`config.mk`:
```
export PLATFORM = sky130hd
export DESIGN_NAME = fsm_01
export DESIGN_NICKNAME = d
export VERILOG_FILES = /design/src/rtl/fsm_01.sv
export SDC_FILE = /design/constraint.sdc
export NUM_CORES = 1
export LEC_CHECK = 0
export BUFFER_PORTS_ARGS = -buffer_cell sky130_fd_sc_hd__buf_4
export CORE_MARGIN = 4
export CORE_UTILIZATION = 40
export CTS_BUF_LIST = sky130_fd_sc_hd__clkbuf_4 sky130_fd_sc_hd__clkbuf_8
export CTS_CLUSTER_SIZE = 40
export DETAILED_ROUTE_END_ITERATION = 12
export PLACE_DENSITY_LB_ADDON = 0.3
export SYNTH_ARGS = -nofsm -noshare
export SYNTH_HDL_FRONTEND = slang
export SYNTH_SLANG_ARGS = --single-unit
```
`constraint.sdc`:
```
create_clock -name m_clk -period 2.7 [get_ports m_clk]
set_clock_uncertainty 0.2 [all_clocks]
set_input_delay 0.54 -clock m_clk [delete_from_list [all_inputs] [get_ports m_clk]]
set_output_delay 0.54 -clock m_clk [all_outputs]
set_load 0.01 [all_outputs]
```
`src/rtl/fsm_01.sv`:
```
// Trigger-qualification FSM: rejects short trigger glitches, strobes m_load on each new
// trigger, raises m_alarm on a qualified trigger. Define FSM_01_TRIGGER_SYNC_EN for a 2-flop input synchronizer.
module fsm_01 #(
  parameter int HOLD_CYCLES    = 8,
  parameter int HOLDOFF_CYCLES = 4,
  parameter int CNT_W          = 8
) (
  input  logic m_clk,
  input  logic m_reset,
  input  logic trigger,
  output logic m_load,
  output logic m_alarm
);

  typedef enum logic [2:0] {
    S_IDLE,
    S_LOAD,
    S_COUNT,
    S_ALARM,
    S_HOLDOFF
  } state_e;

  localparam logic [CNT_W-1:0] HOLD_LAST    = CNT_W'(HOLD_CYCLES - 1);
  localparam logic [CNT_W-1:0] HOLDOFF_LAST = CNT_W'(HOLDOFF_CYCLES - 1);

  state_e           state_q, state_d;
  logic [CNT_W-1:0] cnt_q, cnt_d;
  logic             load_q, alarm_q;
  logic             trg;

`ifdef FSM_01_TRIGGER_SYNC_EN
  logic [1:0] sync_q;

  always_ff @(posedge m_clk) begin
    if (m_reset) sync_q <= '0;
    else         sync_q <= {sync_q[0], trigger};
  end

  assign trg = sync_q[1];
`else
  assign trg = trigger;
`endif

  // NOTE: every always_comb output gets a default first, so no path can infer a latch.
  always_comb begin
    state_d = state_q;
    cnt_d   = cnt_q;
    case (state_q)
      S_IDLE: begin
        if (trg) begin
          state_d = S_LOAD;
          cnt_d   = CNT_W'(1);
        end else begin
          cnt_d   = '0;
        end
      end
      S_LOAD, S_COUNT: begin
        if (!trg) begin
          state_d = S_IDLE;
          cnt_d   = '0;
        end else if (cnt_q == HOLD_LAST) begin
          state_d = S_ALARM;
        end else begin
          state_d = S_COUNT;
          cnt_d   = cnt_q + CNT_W'(1);
        end
      end
      S_ALARM: begin
        if (!trg) begin
          state_d = S_HOLDOFF;
          cnt_d   = HOLDOFF_LAST;
        end
      end
      S_HOLDOFF: begin
        // A re-trigger returns straight to ALARM, so no new m_load strobe is produced.
        if (trg)               state_d = S_ALARM;
        else if (cnt_q == '0)  state_d = S_IDLE;
        else                   cnt_d   = cnt_q - CNT_W'(1);
      end
      default: begin
        state_d = S_IDLE;
        cnt_d   = '0;
      end
    endcase
  end

  // NOTE: sequential state uses non-blocking assignments so all flops update from pre-edge values.
  // Outputs are decoded from the next state into flops, so they line up with the state register.
  always_ff @(posedge m_clk) begin
    if (m_reset) begin
      state_q <= S_IDLE;
      cnt_q   <= '0;
      load_q  <= 1'b0;
      alarm_q <= 1'b0;
    end else begin
      state_q <= state_d;
      cnt_q   <= cnt_d;
      load_q  <= (state_d == S_LOAD);
      alarm_q <= (state_d == S_ALARM) || (state_d == S_HOLDOFF);
    end
  end

  assign m_load  = load_q;
  assign m_alarm = alarm_q;

endmodule

```
==> results.txt <==
pwr dens: 379 nW/um2
part of the cycle the worst path needs: 81.0%
Worst EP arrival: 2220 ps
GP Congestion: 0.883
crit-path max FO: 8
initial core utilization: 43.8%
syn_area_per_cell: 8.38 um2
setup TNS: 0 ps
HP Class: in2reg
clk_lat worst skew: 280 ps
port buffer count: 4
fmax: 457 MHz
I/O Pins: 5
Slew @ Worst Pin: 567 ps
synth unique cells: 50
fin. max-slew vios: 0
nets: 129
vias after detailed routing: 934
ys flop type: dfxtp_1
die area: 3380 um2
initial antenna violation count: 0
leakage dissipation: 0.343 nW
final hold violation count: 0
Routed WL: 2320 um
Setup Crit Path Kind: reg2reg
DR vias/cell: 6.23
core area: 2300 um2
Synth area leaders: dfxtp_1, a21oi_1, o221ai_1
postcts setup bufs: 0
Syn Inst Count: 120
Num Clock Sinks: 13
Post-synth top cells: dfxtp_1, a21oi_1, nand2_1, nor2_1, inv_1
top cell type's share of synthesized area: 25.9%
area of the multi-input gates: 674 um2
Max-Cap Viols: 0
Worst EP required: 2730 ps
routed len/inst: 15.5 um
worst relative slew slack: 62.0%
pin count of the biggest net entering global routing: 12
status: finished clean
grt ovf: 0
RSZ-0062 raised after global routing: false
syn_nets: 126
synthesized flop and latch total: 13
ys async rst share: 0%
Synthesis Warnings: 0
peak supply drop: 282 uV
area leader, netlist: dfxtp_1
Clock H-tree levels: 1
Clock Path Buffers: 2
share of post-route cells with drive strength above 1: 18.0%
global-route wire length before repair: 4110 um
drt drc: 0
Die Span Y: 58.2 um
most numerous cell in the Yosys netlist: dfxtp_1
minimum clock period: 2190 ps
Post-Syn Area: 1010 um2
Post-synth EDFFs: 0
drt pass-1 iters: 4
Rows: 17
CTS resizes: 0
number of global-route vias before repair: 869
Worst Setup End Kind: register
clock slew at reported path FFs: 90 ps
antenna viol nets, final: 0
CTS tree: built
Root Buffer: clkbuf_4
synthesis-to-layout area growth: 5.72%
Power Total: 0.403 mW
Global Route Usage Sum: 15.1%
Worst setup SP type: register
Register Area: 260 um2
CTS Buf Count: 3
DRT iter0 DRCs: 34
CTS Hold Bufs: 0
Final HPWL DP: 1690 um
Chip Width: 58.2 um
final setup fails: 0
Seq/Total Area, Yosys: 25.9%
Fill cells: 219
# diodes: 0
Layout Utilization: 46.3%
-- sequential cells by signal (all words and copies together), names as in the netlist --
register and cells:
m_load 1, state_q 3, m_alarm 1, cnt_q 8
-- cells in the final DEF (no fill, tap or decap), types with 2 or more instances in the layout --
| master | instances |
|---|---|
| a21oi_1 | 12 |
| a221o_1 | 2 |
| a22o_1 | 4 |
| a22o_2 | 2 |
| a32o_1 | 2 |
| buf_4 | 5 |
| clkbuf_4 | 4 |
| dfxtp_1 | 13 |
| ha_1 | 3 |
| inv_1 | 7 |
| nand2_1 | 8 |
| nand3_1 | 2 |
| nor2_1 | 8 |
| nor3_1 | 3 |
| nor3b_1 | 2 |
| nor4_1 | 3 |
| o21a_1 | 2 |
| o21ai_0 | 3 |
| o221ai_1 | 5 |
| or2_1 | 2 |
| or2_2 | 2 |
| xnor2_1 | 2 |
-- cell type report --
type	count	share of cell area (%)
repair buffers	5	3.53
multi-input cells	93	63.4
clock buffers	4	2.82
well taps	28	3.29
inverters	7	2.47
flip-flops and latches	13	24.5
-- worst max-delay path: stages, from the launching register on --
cell,delay (ps)
dfxtp_1,400
inv_1,160
ha_1,210
and2b_1,180
a21boi_0,130
o21a_1,190
nor3_2,440
a32o_1,240
-- power breakdown --
group | total, mW | leakage [nW] | internal (mW) | switching (mW)
logic | 0.0612 | 0.219 | 0.0262 | 0.0351
clock network | 0.136 | 0.0184 | 0.0673 | 0.0690
registers | 0.205 | 0.106 | 0.196 | 0.00916
total | 0.403 | 0.343 | 0.290 | 0.113
-- cells by family after synthesis --
kind of cell / after synthesis / share of synthesized area, %
AO/OA/AOI/OAI: 43 / 31.6
XOR/XNOR: 4 / 5.35
adder cells (fa/ha/maj): 3 / 3.73
buffers and inverters: 14 / 7.09
flip-flops: 13 / 25.9
AND/OR/NAND/NOR: 43 / 26.4
-- layer usage --
metal / GRT usage [%] / routed length, um / vias up
met3: 2.67 / 133 / 2
li1: - / - / 460
met5: 0 / 0 / -
met1: 20.8 / 1120 / 441
met2: 23.7 / 1060 / 31
met4: 4.97 / 14 / 0
-- path summary, 6_finish.rpt --
kind,startpoint,end,slack [ps],cells past startpoint
min reg2reg,cnt_q[1],cnt_q[1],390,1
min,m_reset,m_alarm,290,2
max reg2reg,cnt_q[1],cnt_q[5],510,7
max,cnt_q[1],cnt_q[5],510,7
-- through the flow --
| step | hold slack (ps) | instances | worst slack [ps] | area, um2 |
|---|---|---|---|---|
| after detailed placement | 349 | 146 | 540 | 1030 |
| after global placement | 338 | 146 | 628 | 1030 |
| after CTS | 280 | 150 | 512 | 1060 |
| after global routing | 283 | 150 | 339 | 1060 |
| final | 292 | 150 | 513 | 1060 |
| after floorplan | 300 | 120 | 842 | 1010 |
Note: power is estimated with default switching activity, not from simulation.
